$ cat src/rtl/mux_4n_to_n_pkg.sv
// Shared types and constants for the 4:1 registered word selector.
package mux_4n_to_n_pkg;

  localparam int unsigned NUM_INPUTS = 4;
  localparam int unsigned SEL_W      = 2;

  // Select code to input mapping
  typedef enum logic [SEL_W-1:0] {
    SEL_I0 = 2'b00,
    SEL_I1 = 2'b01,
    SEL_I2 = 2'b10,
    SEL_I3 = 2'b11
  } sel_e;

endpackage : mux_4n_to_n_pkg

$ cat src/rtl/mux_4n_to_n_if.sv
// Data/select bundle for mux_4n_to_n. P exists only when MUX4_PARITY_EN is defined.
interface mux_4n_to_n_if
  import mux_4n_to_n_pkg::*;
#(
  parameter int unsigned M = 4
);

  logic [M-1:0]     I0;
  logic [M-1:0]     I1;
  logic [M-1:0]     I2;
  logic [M-1:0]     I3;
  logic [SEL_W-1:0] S;
  logic [M-1:0]     O;
`ifdef MUX4_PARITY_EN
  logic             P;
`endif

  // Driver side: supplies words and select, observes the registered result
  modport master (
    output I0, I1, I2, I3, S,
`ifdef MUX4_PARITY_EN
    input  P,
`endif
    input  O
  );

  // Selector side
  modport slave (
    input  I0, I1, I2, I3, S,
`ifdef MUX4_PARITY_EN
    output P,
`endif
    output O
  );

endinterface : mux_4n_to_n_if

$ cat src/rtl/mux_4n_to_n_comb.sv
// Purely combinational 4:1 word selection; unknown select codes give all-zero.
module mux_4n_to_n_comb
  import mux_4n_to_n_pkg::*;
#(
  parameter int unsigned M = 4
) (
  input  logic [M-1:0]     i0,
  input  logic [M-1:0]     i1,
  input  logic [M-1:0]     i2,
  input  logic [M-1:0]     i3,
  input  logic [SEL_W-1:0] sel,
  output logic [M-1:0]     word_c
);

  // Select one input word; the default branch keeps X/Z selects from propagating
  always_comb begin
    word_c = '0;
    case (sel)
      SEL_I0:  word_c = i0;
      SEL_I1:  word_c = i1;
      SEL_I2:  word_c = i2;
      SEL_I3:  word_c = i3;
      default: word_c = '0;
    endcase
  end

endmodule : mux_4n_to_n_comb

$ cat src/rtl/mux_4n_to_n.sv
// Parameterised 4:1 multiplexer of M-bit words with a one-cycle registered output.
// Optional feature: define MUX4_PARITY_EN to add registered even-parity output P.
module mux_4n_to_n
  import mux_4n_to_n_pkg::*;
#(
  parameter int unsigned M = 4
) (
  input  logic         clk,
  input  logic         rst_n,
  mux_4n_to_n_if.slave bus
);

  logic [M-1:0] sel_word_c;
  logic [M-1:0] o_q;

  mux_4n_to_n_comb #(
    .M (M)
  ) u_comb (
    .i0     (bus.I0),
    .i1     (bus.I1),
    .i2     (bus.I2),
    .i3     (bus.I3),
    .sel    (bus.S),
    .word_c (sel_word_c)
  );

  // Output word register; synchronous reset wins over the data path
  always_ff @(posedge clk) begin
    if (!rst_n) begin
      o_q <= '0;
    end else begin
      o_q <= sel_word_c;
    end
  end

  assign bus.O = o_q;

`ifdef MUX4_PARITY_EN
  logic p_q;

  // Parity register tracks the same word as O so {O,P} has even parity
  always_ff @(posedge clk) begin
    if (!rst_n) begin
      p_q <= 1'b0;
    end else begin
      p_q <= ^sel_word_c;
    end
  end

  assign bus.P = p_q;
`endif

endmodule : mux_4n_to_n

$ cat src/flat_wrapper.sv
// flat-port wrapper written by rule: the top's interface ports become plain ports
module mux_4n_to_n_flat import mux_4n_to_n_pkg::*;
#(
  parameter int unsigned M = 4
)
  (clk, rst_n, bus_I0, bus_I1, bus_I2, bus_I3, bus_S, bus_O);
  mux_4n_to_n_if #(.M(M)) bus_i ();
  input  logic clk;
  input  logic rst_n;
  input wire logic [$bits(bus_i.I0)-1:0] bus_I0;
  input wire logic [$bits(bus_i.I1)-1:0] bus_I1;
  input wire logic [$bits(bus_i.I2)-1:0] bus_I2;
  input wire logic [$bits(bus_i.I3)-1:0] bus_I3;
  input wire logic [$bits(bus_i.S)-1:0] bus_S;
  output wire logic [$bits(bus_i.O)-1:0] bus_O;
  assign bus_i.I0 = bus_I0;
  assign bus_i.I1 = bus_I1;
  assign bus_i.I2 = bus_I2;
  assign bus_i.I3 = bus_I3;
  assign bus_i.S = bus_S;
  assign bus_O = bus_i.O;
  mux_4n_to_n #(.M(M)) u_core (.clk(clk), .rst_n(rst_n), .bus(bus_i));
endmodule
$ cat config.mk
export PLATFORM = sky130hd
export DESIGN_NAME = mux_4n_to_n_flat
export DESIGN_NICKNAME = d
export VERILOG_FILES = /design/src/rtl/mux_4n_to_n_pkg.sv /design/src/rtl/mux_4n_to_n_if.sv /design/src/rtl/mux_4n_to_n_comb.sv /design/src/rtl/mux_4n_to_n.sv /design/src/flat_wrapper.sv
export SDC_FILE = /design/constraint.sdc
export NUM_CORES = 1
export LEC_CHECK = 0
export ABC_AREA = 0
export BUFFER_PORTS_ARGS = -buffer_cell sky130_fd_sc_hd__buf_2
export CAP_MARGIN = 20
export CELL_PAD_IN_SITES_DETAIL_PLACEMENT = 1
export CELL_PAD_IN_SITES_GLOBAL_PLACEMENT = 2
export CORE_MARGIN = 1
export CORE_UTILIZATION = 14
export CTS_CLUSTER_SIZE = 14
export DETAILED_ROUTE_END_ITERATION = 7
export PLACE_DENSITY = 0.76
export SKIP_CTS_REPAIR_TIMING = 1
export SLEW_MARGIN = 0
export SYNTH_ARGS = -nofsm -noshare
export SYNTH_HDL_FRONTEND = slang
export SYNTH_HIERARCHICAL = 1
export SYNTH_SLANG_ARGS = --single-unit
$ cat constraint.sdc
create_clock -name clk -period 0.86 [get_ports clk]
set_input_delay 0.086 -clock clk [delete_from_list [all_inputs] [get_ports clk]]
set_output_delay 0.086 -clock clk [all_outputs]
set_load 0.01 [all_outputs]
Word-level counts from Yosys, hierarchy flattened
Index checks and enable logic that the tools add are counted.

cells by class
  eq/ne operators = 3
  mux-type cells = 1
  reductions and logical operators = 1

operators by type and width
  operator              number
  $pmux W4 S4           1
  $eq A2 B2 Y1 const B  2
  $eq A2 B1 Y1 const B  1
  $logic_not A2 Y1      1

word-level totals
  flip-flop bits (word level) = 4
  input port bits = 20
  output and inout bits = 4
  logic and storage cells = 6

Longest topological paths before layout
  depth after elaboration = 2
  depth in mapped cells = 2
  depth with buffers taken out = 2

By module
The synthesis kept the hierarchy.

by module, submodules not included
  module            times used  cells an instance  area an instance (um^2)  sequential area each (um^2)
  mux_4n_to_n       1           8                  105.1                    80.1
  mux_4n_to_n_comb  1           4                  105.1                    0.0

Worst setup path after synthesis
No wires, ideal clock.

  kind = input to register
  from = input bus_S[0]
  to = register u_core.o_q[0], in the netlist u_core/bus.O[0]
  library setup time = 115 ps
  data arrival time = 741 ps
  data required time = 745 ps
  setup slack = 4 ps
  stages = 2
  path buffers = 0
  cell sequence = mux4_1 and2_1

on the way
  longest elaborated chain between the ends = 2
  elaborated cells on any way between the ends = 5
  classes of those cells = 3 x eq/ne; 1 x mux; 1 x reduce/logical

RTL lines
  what                                        RTL line                RTL
  from (decl)                                 flat_wrapper.sv:14      input wire logic [$bits(bus_i.S)-1:0] bus_S;
  $eq A2 B2 Y1, or another cell as far along  mux_4n_to_n_comb.sv:18  case (sel)
  $pmux W4 S4 *                               mux_4n_to_n_comb.sv:18
  to (signal assigned)                        mux_4n_to_n.sv:32       o_q <= sel_word_c;
  to (decl)                                   mux_4n_to_n.sv:14       logic [M-1:0] o_q;

Mark *: on every way between the ends. The rest lies on a longest branch, timed or not.
A chain may end at the register's enable or synchronous reset.

Worst setup path after layout
  from = input bus_S[0]
  to = register u_core.o_q[1], in the netlist u_core/bus.O[1]

on the way
  longest elaborated chain between the ends = 2
  elaborated cells on any way between the ends = 5
  classes of those cells = 3 x eq/ne; 1 x mux; 1 x reduce/logical

RTL lines
  what                                        RTL line                RTL
  $eq A2 B2 Y1, or another cell as far along  mux_4n_to_n_comb.sv:18
  $pmux W4 S4 *                               mux_4n_to_n_comb.sv:18
  net u_core.sel_word_c[1]                    mux_4n_to_n.sv:13       logic [M-1:0] sel_word_c;

The timed path passes the listed nets; every way through them passes the cells marked *.

==> metrics.md <==
| Metric | Value |
|---|---|
| Status | `finished, final reports clean` |
| Worst path cell trace | `buf_2, mux4_1, and2_1` |
| Pin count of the biggest net entering global routing | `5` |
| Via density per instance | `~4.2` |
| CP required | `0.99 ns` |
| Post-synth top area share | `around 50%` |
| Gpl congestion | `0.650` |
| Hold wc startpoint | `rst_n` |
| Avg WL per Cell | `approximately 11 um` |
| TritonCTS Buffers | `3` |
| Leading area contributor after synthesis | `mux4_1` |
| Die Height | `40.8 um` |
| Switching share of power | `a little over a fifth` |
| RSZ-0062 raised after global routing | `no` |
| Post-Place Setup Slack | `-0.223 ns` |
| CP arrival | `0.94 ns` |
| Worst Hold Endpoint | `u_core/bus.O[0]` |
| Slowest-stage cell, CP | `mux4_1` |
| Endpoints failing setup | `0` |
| Vias in the first global route | `approximately 210` |
| PD cells | `approximately 1500 nW/um2` |
| Via count | `roughly 220` |
| CP max FO | `4` |
| Top delay family on crit path | `multiplexers` |
| Final hold vios | `0` |
| Post-DP Area | `between 300 and 400 um2` |
| Final period utilization | `a little over nine tenths` |
| Synth Register Bits | `4` |
| DR iter-0 viols | `0` |
| Hold path cells | `2` |
| Synth Instances | `12` |
| Layout cell share with drive strength beyond 1 | `~74%` |
| MaxCap Viol Count | `0` |
| Worst-Margin Slew | `around 0.13 ns` |
| Final ANT Viol Nets | `0` |
| NetSw | `roughly 0.12 mW` |
| Total gr overflow | `0` |
| IO Count | `24` |
| PnR Total Power | `approximately 0.55 mW` |
| Distinct cells, synth | `3` |
| Max incr delay on CP | `0.54 ns` |
| Starting Density | `between 10% and 20%` |
| Critical path launch point type | `input port` |
| Diodes inserted | `0` |
| Tot GR Track Use | `between 7 and 8%` |
| Post-route minimum period | `just over 0.8 ns` |
| Crit end category | `flip-flop` |
| Fmax | `1.23 GHz` |
| Ys Warns | `6` |
| Final WL | `about 600 um` |
| Design Area, Final | `roughly 360 um2` |
| Final Max Slew Viols | `0` |
| First-pass DRT Iterations | `1` |
| Antenna violations before repair | `0` |
| Internal Power | `0.432 mW` |
| Clk buf depth | `2` |
| Clock share of power | `between 40% and 50%` |
| Area growth from synthesis to layout | `70.8%` |
| Port buffer count | `23` |
| Avg Synthesized Cell Area | `about 18 um2` |
| Max reg flops | `4` |
| Static leakage | `0.185 nW` |
| Root buffer cell | `clkbuf_4` |
| CTS tree | `yes` |
| Core Rows | `13` |
| Clk sinks | `4` |
| Min-Delay Path Class | `input port to flip-flop` |
| First-pass GRT wire length | `between 700 and 800 um` |
| Mapped Area | `about 210 um2` |
| Flop pwr share | `about 37%` |
| Nets@finish | `60` |
| Final worst setup slack | `0.0466 ns` |
| Relative slew slack | `91.6%` |
| CP bufs+invs | `1` |
| Comb power frac | `about a fifth` |
| Synth area leaders | `mux4_1 (50%), dfxtp_1 (38%), and2_1 (12%)` |
| H-Tree Depth | `1` |
| Syn_nets | `32` |
| Die ar. | `1660 um2` |
| Sequential area share after synthesis | `38.1%` |
| Critical setup path kind | `input port to flip-flop` |
| Die X | `40.8 um` |
| Clock transition at path regs | `0.04 ns` |
| Core footprint | `1350 um2` |
| Worst vdd ir | `about 0.32 mV` |
| DRC | `0` |
## stage by stage
step	TNS, ns	std cells	util, %	hold slack [ns]
final	0	53	26.6	0.0936
after global routing	0	53	26.6	0.109
after CTS	0	53	27.2	0.0899
after detailed placement	-0.810	50	25.5	0.338
after global placement	-0.722	50	25.5	0.336
after floorplan	0	12	-	0.208
## kinds of logic after synthesis
| group | Yosys count | synth area share, % |
|---|---|---|
| flip-flops | 4 | 38.1 |
| multiplexers | 4 | 50.0 |
| AND/OR/NAND/NOR | 4 | 11.9 |
## power by group through the flow
stage                     sequential [mW]  combinational [mW]  clock (mW)
after CTS                           0.205               0.112       0.249
final                               0.204               0.113       0.235
after global routing                0.206               0.125       0.254
after global placement              0.207               0.108           0
after detailed placement            0.208               0.112           0
after floorplan                     0.216              0.0381           0
## cell type report
class,instances,area [um2]
fill,171,991
multi-input combinational,8,123
timing repair buffer,23,115
sequential,4,80.1
clock buffer,3,22.5
tap,15,18.8
## layout by cell type (no fill, tap or decap), drive strengths merged
cell type	n
mux4	4
clkbuf	3
and2	4
buf	23
dfxtp	4
## metal layers
layer	global-route usage, %	wire, um	up-vias
li1	-	-	102
met1	7.26	214	97
met2	12.3	271	24
met3	2.72	99	0
met4	7.50	0	0
met5	0	0	-
## synthesized netlist by cell type (all sizes together)
library cell	instances
mux4	4
and2	4
dfxtp	4
## how the worst max path moves through the flow
stage	cells past startpoint	start	end
3_5_place_dp	3	bus_S[0]	u_core/bus.O[3]
2_1_floorplan	2	bus_S[0]	u_core/bus.O[0]
5_1_grt	3	bus_S[0]	u_core/bus.O[2]
6_report	3	bus_S[0]	u_core/bus.O[1]
4_1_cts	3	bus_S[0]	u_core/bus.O[3]
3_3_place_gp	3	bus_S[0]	u_core/bus.O[3]
(Power assumes the default switching activity.)
